<file path="config.mk">
export PLATFORM = sky130hd
export DESIGN_NAME = ysyx_24100012_csr_regfile
export DESIGN_NICKNAME = d
export VERILOG_FILES = /design/src/rtl/ysyx_24100012_csr_regfile.sv
export SDC_FILE = /design/constraint.sdc
export NUM_CORES = 1
export LEC_CHECK = 0
export CORE_ASPECT_RATIO = 0.5
export CORE_UTILIZATION = 54
export DETAILED_ROUTE_END_ITERATION = 8
export PLACE_DENSITY = 0.88
export SKIP_CTS_REPAIR_TIMING = 1
export SYNTH_ARGS = -nofsm -noshare
export SYNTH_HDL_FRONTEND = slang
export SYNTH_SLANG_ARGS = --single-unit
</file>
<file path="constraint.sdc">
create_clock -name i_clk -period 4.52 [get_ports i_clk]
set_input_delay 1.13 -clock i_clk [delete_from_list [all_inputs] [get_ports i_clk]]
set_output_delay 1.13 -clock i_clk [all_outputs]
set_load 0.05 [all_outputs]
</file>
<file path="src/rtl/ysyx_24100012_csr_regfile.sv">
// Machine-mode CSR register file: combinational read, edge-committed write,
// ecall/mret trap state and a free-running 64-bit mcycle counter.
module ysyx_24100012_csr_regfile #(
  parameter int          DATA_WIDTH = 32,
  parameter logic [31:0] MVENDORID  = 32'h7973_7978,
  parameter logic [31:0] MARCHID    = 32'h016F_3A1C
) (
  input  logic                  i_clk,
  input  logic                  i_rst_n,
  input  logic [11:0]           i_csr_addr,
  input  logic                  i_csr_wen,
  input  logic [DATA_WIDTH-1:0] i_csr_wdata,
  output logic [DATA_WIDTH-1:0] o_csr_rdata,
  output logic                  o_csr_err,
  input  logic                  i_ecall,
  input  logic [DATA_WIDTH-1:0] i_ecall_pc,
  input  logic                  i_mret,
  output logic [DATA_WIDTH-1:0] o_mtvec,
  output logic [DATA_WIDTH-1:0] o_mepc
);

  localparam logic [11:0] A_MSTATUS   = 12'h300;
  localparam logic [11:0] A_MTVEC     = 12'h305;
  localparam logic [11:0] A_MSCRATCH  = 12'h340;
  localparam logic [11:0] A_MEPC      = 12'h341;
  localparam logic [11:0] A_MCAUSE    = 12'h342;
  localparam logic [11:0] A_MCYCLE    = 12'hB00;
  localparam logic [11:0] A_MCYCLEH   = 12'hB80;
  localparam logic [11:0] A_MVENDORID = 12'hF11;
  localparam logic [11:0] A_MARCHID   = 12'hF12;

  logic                  r_mie;
  logic                  r_mpie;
  logic [DATA_WIDTH-1:0] r_mtvec;
  logic [DATA_WIDTH-1:0] r_mscratch;
  logic [DATA_WIDTH-1:0] r_mepc;
  logic [DATA_WIDTH-1:0] r_mcause;
  logic [DATA_WIDTH-1:0] r_mcycle;
  logic [DATA_WIDTH-1:0] r_mcycleh;

  logic [DATA_WIDTH-1:0] w_mstatus;
  logic [DATA_WIDTH-1:0] w_rdata;
  logic                  w_hit;
  logic                  w_ro;
  logic                  w_wen;
  logic [63:0]           w_cyc_inc;

  // MPP is hardwired to machine mode; only MIE/MPIE are stored
  assign w_mstatus = {19'd0, 2'b11, 3'd0, r_mpie, 3'd0, r_mie, 3'd0};
  assign w_cyc_inc = {r_mcycleh, r_mcycle} + 64'd1;
  assign w_wen     = i_csr_wen & ~i_ecall & ~i_mret;

  always_comb begin
    w_rdata = '0;
    w_hit   = 1'b1;
    w_ro    = 1'b0;
    case (i_csr_addr)
      A_MSTATUS:   w_rdata = w_mstatus;
      A_MTVEC:     w_rdata = r_mtvec;
      A_MSCRATCH:  w_rdata = r_mscratch;
      A_MEPC:      w_rdata = r_mepc;
      A_MCAUSE:    w_rdata = r_mcause;
      A_MCYCLE:    w_rdata = r_mcycle;
      A_MCYCLEH:   w_rdata = r_mcycleh;
      A_MVENDORID: begin w_rdata = MVENDORID; w_ro = 1'b1; end
      A_MARCHID:   begin w_rdata = MARCHID;   w_ro = 1'b1; end
      default:     w_hit = 1'b0;
    endcase
  end

  assign o_csr_rdata = w_rdata;
  assign o_csr_err   = ~w_hit | (w_wen & w_ro);
  assign o_mtvec     = r_mtvec;
  assign o_mepc      = r_mepc;

  always_ff @(posedge i_clk or negedge i_rst_n) begin
    if (!i_rst_n) begin
      r_mie      <= 1'b0;
      r_mpie     <= 1'b0;
      r_mtvec    <= '0;
      r_mscratch <= '0;
      r_mepc     <= '0;
      r_mcause   <= '0;
    end else if (i_ecall) begin
      r_mepc   <= {i_ecall_pc[DATA_WIDTH-1:2], 2'b00};
      r_mcause <= 32'd11;
      r_mpie   <= r_mie;
      r_mie    <= 1'b0;
    end else if (i_mret) begin
      r_mie  <= r_mpie;
      r_mpie <= 1'b1;
    end else if (w_wen) begin
      case (i_csr_addr)
        A_MSTATUS: begin
          r_mie  <= i_csr_wdata[3];
          r_mpie <= i_csr_wdata[7];
        end
        A_MTVEC:    r_mtvec    <= {i_csr_wdata[DATA_WIDTH-1:2], 2'b00};
        A_MSCRATCH: r_mscratch <= i_csr_wdata;
        A_MEPC:     r_mepc     <= {i_csr_wdata[DATA_WIDTH-1:2], 2'b00};
        A_MCAUSE:   r_mcause   <= i_csr_wdata;
        default: ;
      endcase
    end
  end

  // A half-word write lands unincremented; a high-word write drops the low-word carry
  always_ff @(posedge i_clk or negedge i_rst_n) begin
    if (!i_rst_n) begin
      r_mcycle  <= '0;
      r_mcycleh <= '0;
    end else if (w_wen && i_csr_addr == A_MCYCLE) begin
      r_mcycle <= i_csr_wdata;
    end else if (w_wen && i_csr_addr == A_MCYCLEH) begin
      r_mcycleh <= i_csr_wdata;
      r_mcycle  <= w_cyc_inc[31:0];
    end else begin
      r_mcycleh <= w_cyc_inc[63:32];
      r_mcycle  <= w_cyc_inc[31:0];
    end
  end

endmodule

</file>
==> impl_metrics.yaml <==
detailed_routing:
  drc: 0
  avgRoutedWirePerCell_um: 24.4
  ant_nets: 0
  drtIter0Drc: 1076
  first_pass_iters: 6
  wirelength_mm: 35.3
  vias_per_cell: 6.75
  dr_total_vias: 9792
yosys:
  synth_async_sr_flop_share_pct: 100
  synth-adder-area-share_pct: 0.124
  synth_seq_cells: 190
  synth_edf_count: 0
  ys.warnings.count: 0
  synth.most_common_cell: "dfrtp_1"
  yosysTopAreaCell: "dfrtp_1"
  synth_top_family_by_area: "simple AND/OR/NAND/NOR gates"
  muxShareOfSynthArea_pct: 10.6
  synth.cell_area_um2: 10100
  yosysUniqueCellTypes: 65
  synth_compound_area_share_pct: 17.3
  postSynthCellCount: 1021
  synth_xor_area_share_pct: 2.60
  yosys-top-cells-count: "dfrtp_1, nand2_1, nand3_1"
  synth_area_leaders: "dfrtp_1, mux2_2, nand2_1"
  syn_avg_cell_area_um2: 9.90
  yosys.area_share.simple_pct: 18.5
  synth-main-ff-cell: "dfrtp_1"
  synth.top_cell.area_share_pct: 47.1
  ys_seq_area_share_pct: 47.1
timing:
  fin_skew_ps: 11.8
  max_freq_ghz: 0.224
  fin_setup_tns_ps: 0
  final-max-slew-violation-count: 0
  min_period_ps: 4470
  hold_slack_ps: 501
  finalWorstSetupSlack_ps: 51.3
  setup_viol: 0
  relSlewSlack_pct: 37.0
  rsz0062_at_grt: "no"
  finalHoldViolCount: 0
  tightest_slew_ps: 943
  period_share_pct: 98.9
setup_path:
  crit_fanout: 7
  cp-end-kind: "output port"
  cp-start-kind: "input pin"
  crit_type: "input pin to output port"
  ff2ff_path_depth: 6
  arrival_ps: 3340
  worstPathRequired_ps: 3390
power_and_ir_drop:
  p_per_area_nw_per_um2: 290
  p_total_mw: 3.92
  power_leakage_nw: 5.77
  ir_drop_v: 0.000326
worst_hold_path:
  min_path_cells: 2
  hold_path_class: "register to register"
clock_tree:
  clk_latency_ps: 440
  ctsHtreeMaxLevel: 4
  cts_root_buf: "clkbuf_16"
  cts_buffers: 17
  clkSinkCount: 190
  clk_pin_slew_worst_paths_ps: 70
  tritoncts: "built"
  cts_buffer_depth: 2
run:
  cap_viol_max_count: 0
floorplanning:
  die-width_um: 195
  pin_count: 178
  core_area_um2: 17800
  rows: 34
  initial_core_util_pct: 56.7
  die-area_um2: 19300
  die_h_um: 98.7
place:
  placed_area_um2: 12700
  place_congestion: 0.909
  placed_cells: 1411
  dp_slack_ps: -103
  hpwl_mm: 23.4
  port_buffers: 171
global_routing:
  grt_pass1_vias: 9302
  grt_usage_pct: 36.5
  grt-ovfl-total: 0
  antenna_found_initial: 1
  grt_pass1_wl_mm: 53.7
  grt_max_degree: 94
status:
  status: "complete, no violations"
layout:
  fillCellCount: 1196
  finish.instance_area_um2: 13500
  final_util_pct: 75.9
  area_growth_pct: 33.8
  stdcell_count: 1451
  fin_nets: 1285
  final_layout_size_suffix_gt1_share_pct: 18.6
==> cells by family after synthesis <==
family,count (synthesis)
adders and majority gates,1
DFF,190
other,1
muxes,99
xor gates and xnor gates,30
AOI/OAI and AO/OA,247
and+or+nand+nor,368
buffers and inverters,85
==> layer usage <==
metal / part of all wire, % / GRT usage [%] / up-vias / wire (µm)
li1: - / - / 4192 / -
met1: 42 / 53.9 / 4841 / 15000
met2: 44 / 53.9 / 684 / 15600
met3: 11 / 8.01 / 75 / 4050
met4: 2.0 / 10.6 / 0 / 717
met5: 0 / 0 / - / 0
==> final cells by class <==
class                   instances  area [µm²]  share of cell area, %
multi-input cells             749        5100                   37.7
well taps                     234         293                   2.17
repair buffers                233        2700                   20.0
diodes                          1        2.50                 0.0185
inverters                      12        45.0                  0.333
flip-flops and latches        190        4750                   35.2
clock buffers                  18         439                   3.25
clock inverters                14         183                   1.35
==> placed cells by master, fill, tap and decap left out, drive strengths merged, types with 14 or more instances in the layout <==
cell           netlist  final
a22oi               36     36
a222oi              14     14
o21ai               73     73
xor2                14     14
buf                 31     93
a221o               17     17
clkbuf              42     22
nand2              137    137
nand4               23     23
clkdlybuf4s50        0    126
a22o                35     35
nor2                29     29
a21oi               30     30
mux2i               37     37
inv                 12     17
mux2                62     62
xnor2               16     16
dfrtp              190    190
nand3               77     77
nor3                29     29
==> critical path, cell delays in order <==
cell and delay, ps:
clkdlybuf4s50_1 510, nand2b_1 220, or4_4 520, nor2_1 180
buf_4 280, a221o_1 140, a21oi_1 40, nand3_1 150
buf_12 160
==> final timing paths <==
kind	endpoint	slack (ps)	start
setup / recovery	o_csr_rdata[29]	50	i_csr_addr[6]
hold / removal	r_mscratch[3]	500	r_mscratch[3]
setup reg to reg	r_mcycleh[31]	1440	r_mcycle[2]
hold reg to reg	r_mscratch[3]	500	r_mscratch[3]
max in group asynchronous	r_mscratch[26]	2890	i_rst_n
min in group asynchronous	o_mtvec[2]	730	i_rst_n
==> state kept, by name, indices dropped and copies added (netlist names) <==
signal and count:
o_mepc 30, o_mtvec 30, r_mcause 32, r_mcycle 32, r_mcycleh 32, r_mie 1
r_mpie 1, r_mscratch 32
==> power breakdown <==
part / switching, mW / internal, mW / total [mW]
sequential: 0.0948 / 1.77 / 1.86
clock: 0.728 / 0.899 / 1.63
combinational: 0.258 / 0.171 / 0.429
(Power assumes the default switching activity.)
